--- config.mk ---
export PLATFORM = sky130hd
export DESIGN_NAME = qif_neuron_scheduler
export DESIGN_NICKNAME = d
export VERILOG_FILES = /design/src/rtl/qif_sched_pkg.sv /design/src/rtl/qif_state_regfile.sv /design/src/rtl/qif_neuron_scheduler.sv
export SDC_FILE = /design/constraint.sdc
export NUM_CORES = 1
export LEC_CHECK = 0
export ABC_AREA = 1
export BUFFER_PORTS_ARGS = -buffer_cell sky130_fd_sc_hd__buf_2
export CORE_MARGIN = 2
export CORE_UTILIZATION = 50
export CTS_BUF_LIST = sky130_fd_sc_hd__clkbuf_4
export CTS_CLUSTER_SIZE = 20
export DETAILED_ROUTE_END_ITERATION = 12
export GPL_ROUTABILITY_DRIVEN = 1
export PLACE_DENSITY = 0.72
export SLEW_MARGIN = 25
export SYNTH_ARGS = -nofsm -noshare
export SYNTH_HDL_FRONTEND = slang
export SYNTH_SLANG_ARGS = --single-unit
--- constraint.sdc ---
create_clock -name clk -period 1.7 [get_ports clk]
set_input_delay 0.34 -clock clk [delete_from_list [all_inputs] [get_ports clk]]
set_output_delay 0.34 -clock clk [all_outputs]
set_load 0.01 [all_outputs]
--- src/rtl/qif_sched_pkg.sv ---
// Shared FSM encoding and default neuron constants for the QIF neuron scheduler.
package qif_sched_pkg;

  typedef enum logic [1:0] {
    S_IDLE  = 2'd0,
    S_ISSUE = 2'd1,
    S_WAIT  = 2'd2,
    S_WB    = 2'd3
  } state_e;

  localparam logic [7:0] V_THRESH_DEF = 8'd240;
  localparam logic [7:0] V_RESET_DEF  = 8'd0;
  localparam int         TIMEOUT_DEF  = 15;

endpackage

--- src/rtl/qif_state_regfile.sv ---
// Per-neuron membrane (v) and input-current (I) storage: shared read index,
// independent write ports for engine write-back and configuration.
module qif_state_regfile #(
  parameter int             N       = 4,
  parameter int             V_W     = 8,
  parameter int             IW      = $clog2(N),
  parameter logic [V_W-1:0] V_RESET = '0
) (
  input  logic           clk,
  input  logic           rst_n,
  input  logic [IW-1:0]  rd_idx,
  output logic [V_W-1:0] rd_v,
  output logic [V_W-1:0] rd_i,
  input  logic           v_we,
  input  logic [IW-1:0]  v_widx,
  input  logic [V_W-1:0] v_wdata,
  input  logic           i_we,
  input  logic [IW-1:0]  i_widx,
  input  logic [V_W-1:0] i_wdata
);

  logic [V_W-1:0] v_q [N];
  logic [V_W-1:0] i_q [N];

  always_ff @(posedge clk or negedge rst_n) begin
    if (!rst_n) begin
      for (int k = 0; k < N; k++) begin
        v_q[k] <= V_RESET;
        i_q[k] <= '0;
      end
    end else begin
      for (int k = 0; k < N; k++) begin
        if (v_we && v_widx == IW'(k)) v_q[k] <= v_wdata;
        if (i_we && i_widx == IW'(k)) i_q[k] <= i_wdata;
      end
    end
  end

  assign rd_v = v_q[rd_idx];
  assign rd_i = i_q[rd_idx];

endmodule

--- src/rtl/qif_neuron_scheduler.sv ---
// Time-multiplexes N_NEURONS virtual QIF neurons onto one external update engine,
// round-robin, with write-back threshold/spike handling and an engine watchdog.
module qif_neuron_scheduler
  import qif_sched_pkg::*;
#(
  parameter int             N_NEURONS = 4,
  parameter int             V_W       = 8,
  parameter logic [V_W-1:0] V_THRESH  = V_THRESH_DEF,
  parameter logic [V_W-1:0] V_RESET   = V_RESET_DEF,
  parameter int             TIMEOUT   = TIMEOUT_DEF
) (
  input  logic                          clk,
  input  logic                          rst_n,
  input  logic                          ena,
  input  logic                          cfg_we,
  input  logic [$clog2(N_NEURONS)-1:0]  cfg_addr,
  input  logic [V_W-1:0]                cfg_data,
  output logic                          eng_start,
  output logic [V_W-1:0]                eng_v,
  output logic [V_W-1:0]                eng_i,
  input  logic                          eng_done,
  input  logic [V_W-1:0]                eng_v_next,
  output logic [N_NEURONS-1:0]          spike,
  output logic [V_W-1:0]                v_mon,
  output logic                          busy,
  output logic                          err
);

  localparam int IW = $clog2(N_NEURONS);
  localparam int TW = $clog2(TIMEOUT + 1);

  state_e         state, state_nxt;
  logic [IW-1:0]  idx, idx_nxt;
  logic [TW-1:0]  tmo_cnt;
  logic [V_W-1:0] cap, rd_v, rd_i, v_wb;
  logic           tmo, tmo_hit, over, wb_ok;

  assign tmo_hit = (tmo_cnt == TW'(TIMEOUT - 1));
  assign over    = (cap >= V_THRESH);
  assign v_wb    = over ? V_RESET : cap;
  assign wb_ok   = (state == S_WB) && !tmo;
  // Operands are latched on entry to ISSUE, so the read port follows the next index.
  assign idx_nxt = (state == S_WB) ? idx + IW'(1) : idx;

  qif_state_regfile #(
    .N(N_NEURONS), .V_W(V_W), .IW(IW), .V_RESET(V_RESET)
  ) u_regfile (
    .clk(clk), .rst_n(rst_n),
    .rd_idx(idx_nxt), .rd_v(rd_v), .rd_i(rd_i),
    .v_we(wb_ok), .v_widx(idx), .v_wdata(v_wb),
    .i_we(cfg_we), .i_widx(cfg_addr), .i_wdata(cfg_data)
  );

  always_ff @(posedge clk or negedge rst_n) begin
    if (!rst_n) state <= S_IDLE;
    else        state <= state_nxt;
  end

  always_comb begin
    state_nxt = state;
    case (state)
      S_IDLE:  if (ena) state_nxt = S_ISSUE;
      S_ISSUE: state_nxt = S_WAIT;
      S_WAIT:  if (eng_done || tmo_hit) state_nxt = S_WB;
      S_WB:    state_nxt = ena ? S_ISSUE : S_IDLE;
      default: state_nxt = S_IDLE;
    endcase
  end

  always_comb begin
    eng_start = (state == S_ISSUE);
    busy      = (state != S_IDLE);
    spike     = '0;
    if (wb_ok && over) spike[idx] = 1'b1;
  end

  always_ff @(posedge clk or negedge rst_n) begin
    if (!rst_n) begin
      idx     <= '0;
      tmo_cnt <= '0;
      eng_v   <= '0;
      eng_i   <= '0;
      cap     <= '0;
      tmo     <= 1'b0;
      err     <= 1'b0;
      v_mon   <= '0;
    end else begin
      idx     <= idx_nxt;
      tmo_cnt <= (state == S_WAIT) ? tmo_cnt + TW'(1) : '0;
      if (state_nxt == S_ISSUE) begin
        eng_v <= rd_v;
        eng_i <= rd_i;
      end
      // A result arriving on the last allowed WAIT cycle still wins over the watchdog.
      if (state == S_WAIT) begin
        if (eng_done) begin
          cap <= eng_v_next;
          tmo <= 1'b0;
        end else if (tmo_hit) begin
          tmo <= 1'b1;
          err <= 1'b1;
        end
      end
      if (wb_ok) v_mon <= v_wb;
    end
  end

endmodule
==> key figures <==
Status
  – Outcome: finished with violations
  – Failing checks: negative setup slack

Worst setup path
  – Worst Path Buf+Inv: 2
  – Critical Path Source Type: flip-flop
  – Critical-path top delay cell: dfrtp_1
  – Critical path capture point type: output pin
  – CP top delay family: flip-flops
  – CP max FO: 5
  – Crit Path Category: flip-flop to output pin
  – CP Cell Sequence: ha_4 > inv_4 > nor2_4 > nand2_2 > nor2_1 > buf_2
  – WP data arrival: 1630 ps
  – Max stage delay on crit path: 440 ps
  – CP required: 1360 ps

Synthesis
  – Main synth FF type: dfrtp_1
  – Register area share after synthesis: 0.534
  – Cell variety after synth: 28
  – Mapped Cells: 610
  – Synth Net Count: 644
  – Number of synthesized register bits: 106
  – Mapped Area: 4960 um^2
  – Adder-Cell Fraction of Synth Area: 0.0277
  – Simple-gate share of the synthesized area: 0.264
  – Ys Warns: 0
  – Synth Area in XOR/XNOR: 0.00176
  – Largest family of logic cells by synthesized area: simple AND/OR/NAND/NOR gates
  – Number of synthesized flops with an enable pin: 0
  – Asr flop ratio synth: 1.00
  – Mux contribution to synthesized area: 0
  – Syn Area/Cell: 8.14 um^2
  – Compound-Gate Fraction of Synth Area: 0.0804

Power and ir drop
  – Net Sw Frac: 0.440
  – Pwr Total: 12.0 mW
  – Leak: 3.27 nW
  – Combinational Power Share: 0.558
  – Net Switching: 5.27 mW
  – Sequential share of power: 0.325
  – Clock power frac: 0.116
  – Worst vdd ir: 1.04 mV
  – PwrDens: 1940 nW/um^2
  – Design internal power: 6.72 mW

Routing
  – Total number of vias: 4303
  – Final wirelength: 12.7 mm
  – Post-route ant nets: 0
  – Iteration-0 DRC Markers: 267
  – DR WL/cell: 15.1 um
  – DR vias/cell: 5.13
  – First-pass DRT Iterations: 5
  – DR DRC count: 0

Timing
  – Final setup viols: 23
  – Clk_skew: 16.0 ps
  – Crit path time final: 1970 ps
  – Final Slew Violations: 0
  – Period Utilization, post-route: 1.16
  – Worst-margin pin slew: 602 ps
  – Max-slew headroom: 0.598
  – RSZ-0062 raised after global routing: yes
  – Final WS setup: -268 ps
  – Setup TNS: -3990 ps
  – Fmax: 508 MHz
  – Hold Fails Final Rpt: 0

Clock network
  – H-Tree Level Count: 3
  – Clock slew at reported path FFs: 160 ps
  – CTS root buf: clkbuf_4
  – Clk_lat worst skew: 480 ps
  – CTS max path bufs: 2
  – CTS tree: yes
  – Num CTS Buffers: 9
  – Clock Sinks: 106

Die
  – Die Footprint: 10700 um^2
  – Initial Util: 0.513
  – Die Wd: 104 um
  – Core ar.: 9680 um^2
  – I/O pin total: 54
  – Die height: 104 um
  – Row count: 36

Final layout
  – Most frequent cells in the layout: nand2_1 (195), dfrtp_1 (106), inv_1 (79)
  – Util after Layout: 0.637
  – Nets: 736
  – Layout cells sized above 1: 0.255
  – Area growth, synth to finish: 24.3%
  – Number of diodes: 0
  – Commonest non-fill, non-tap cell in the layout: nand2_1

Global routing
  – Initial antenna violation count: 0
  – Total Routing Usage GR: 0.244
  – First-pass GRT wire length: 20.9 mm
  – Grt ovf: 0
  – Number of global-route vias before repair: 4242
  – Largest net degree at the start of global routing: 57

Place
  – DP Wirelength: 7.62 mm
  – RePlAce Congestion: 0.785
  – Buffers on Ports: 53

Min path
  – HP Class: input pin to flip-flop

Run
  – Max-Cap Viols: 0
area by class of cell:
type	count	area, um^2
clock buffer	10	75.1
clock inverter	4	68.8
fill	850	3510
inverter	88	345
multi-input combinational	397	2090
sequential	106	2650
tap	133	166
timing repair buffer	99	768
timing repair inverter	1	7.51
kinds of logic (layout without fill, tap and decap cells):
| family | count (synthesis) | after routing |
|---|---|---|
| buf+inv | 109 | 202 |
| flops | 106 | 106 |
| xor+xnor | 1 | 1 |
| simple gates | 306 | 308 |
| compound gates | 77 | 77 |
| fa+ha+maj | 11 | 11 |
per-layer routing:
| metal | GRT usage | part of all wire |
|---|---|---|
| met1 | 0.332 | 0.43 |
| met2 | 0.383 | 0.49 |
| met3 | 0.0579 | 0.060 |
| met4 | 0.0898 | 0.022 |
| met5 | 0 | 0 |
worst paths after layout:
| check | startpoint | to | slack, ps | cells past startpoint |
|---|---|---|---|---|
| setup reg to reg | state[0] | eng_i[5] | -180 | 13 |
| max in group asynchronous | rst_n | eng_i[3] | 1020 | 3 |
| hold reg to reg | eng_v[5] | eng_v[5] | 480 | 2 |
| hold / removal | eng_v_next[4] | cap[4] | 50 | 3 |
| min in group asynchronous | rst_n | u_regfile.v_q[17] | 400 | 3 |
| setup / recovery | state[1] | spike[2] | -270 | 6 |
synth_stat cells, types with 2 or more instances:
master / count / share of area
buf_2: 11 / 0.011
o21ai_1: 3 / 0.0030
nand2_4: 4 / 0.0091
buf_4: 3 / 0.0045
nor2_1: 9 / 0.0068
nand2_2: 5 / 0.0063
inv_2: 2 / 0.0015
a21oi_1: 2 / 0.0020
inv_1: 84 / 0.064
o21ai_0: 70 / 0.071
dfrtp_1: 106 / 0.53
nand3_1: 53 / 0.053
nand2_1: 229 / 0.17
clkbuf_1: 5 / 0.0038
ha_1: 11 / 0.028
power groups by stage:
stage / clock (mW) / combinational, mW / sequential [mW]
2_1_floorplan: 0 / 3.41 / 3.91
3_3_place_gp: 0 / 5.02 / 3.87
3_5_place_dp: 0 / 5.12 / 3.91
4_1_cts: 1.41 / 6.25 / 3.86
5_1_grt: 1.53 / 7.40 / 3.99
6_report: 1.40 / 6.70 / 3.90
timing repair:
| action | in CTS | in global routing |
|---|---|---|
| hold endpoints to repair | 106 | 0 |
| cloned | 2 | 1 |
| hold buffers | 1 | 0 |
| endpoints found under the setup margin | 22 | 48 |
| pin swaps | 20 | 39 |
| resized for setup | 67 | 36 |
| buffers inserted | 25 | 4 |
worst min-delay path, stage by stage:
cell and delay [ps]:
buf_2 80, nand2_1 40, nand2_1 50
per-stage QoR:
stage	setup WS, ps	hold slack [ps]	area [um^2]	std cells
2_1_floorplan	63.2	44.4	4960	610
3_3_place_gp	-78.0	367	5520	798
3_5_place_dp	-132	366	5520	798
4_1_cts	-245	46.1	6100	840
5_1_grt	-368	36.2	6170	838
6_report	-268	46.5	6170	838
registers in the layout (all words and copies together), names as in the netlist:
signal	count
u_regfile.v_q	32
v_mon	8
u_regfile.i_q	32
cap	8
tmo_cnt	4
eng_v	8
err	1
tmo	1
idx	2
state	2
eng_i	8
(Power assumes the default switching activity.)
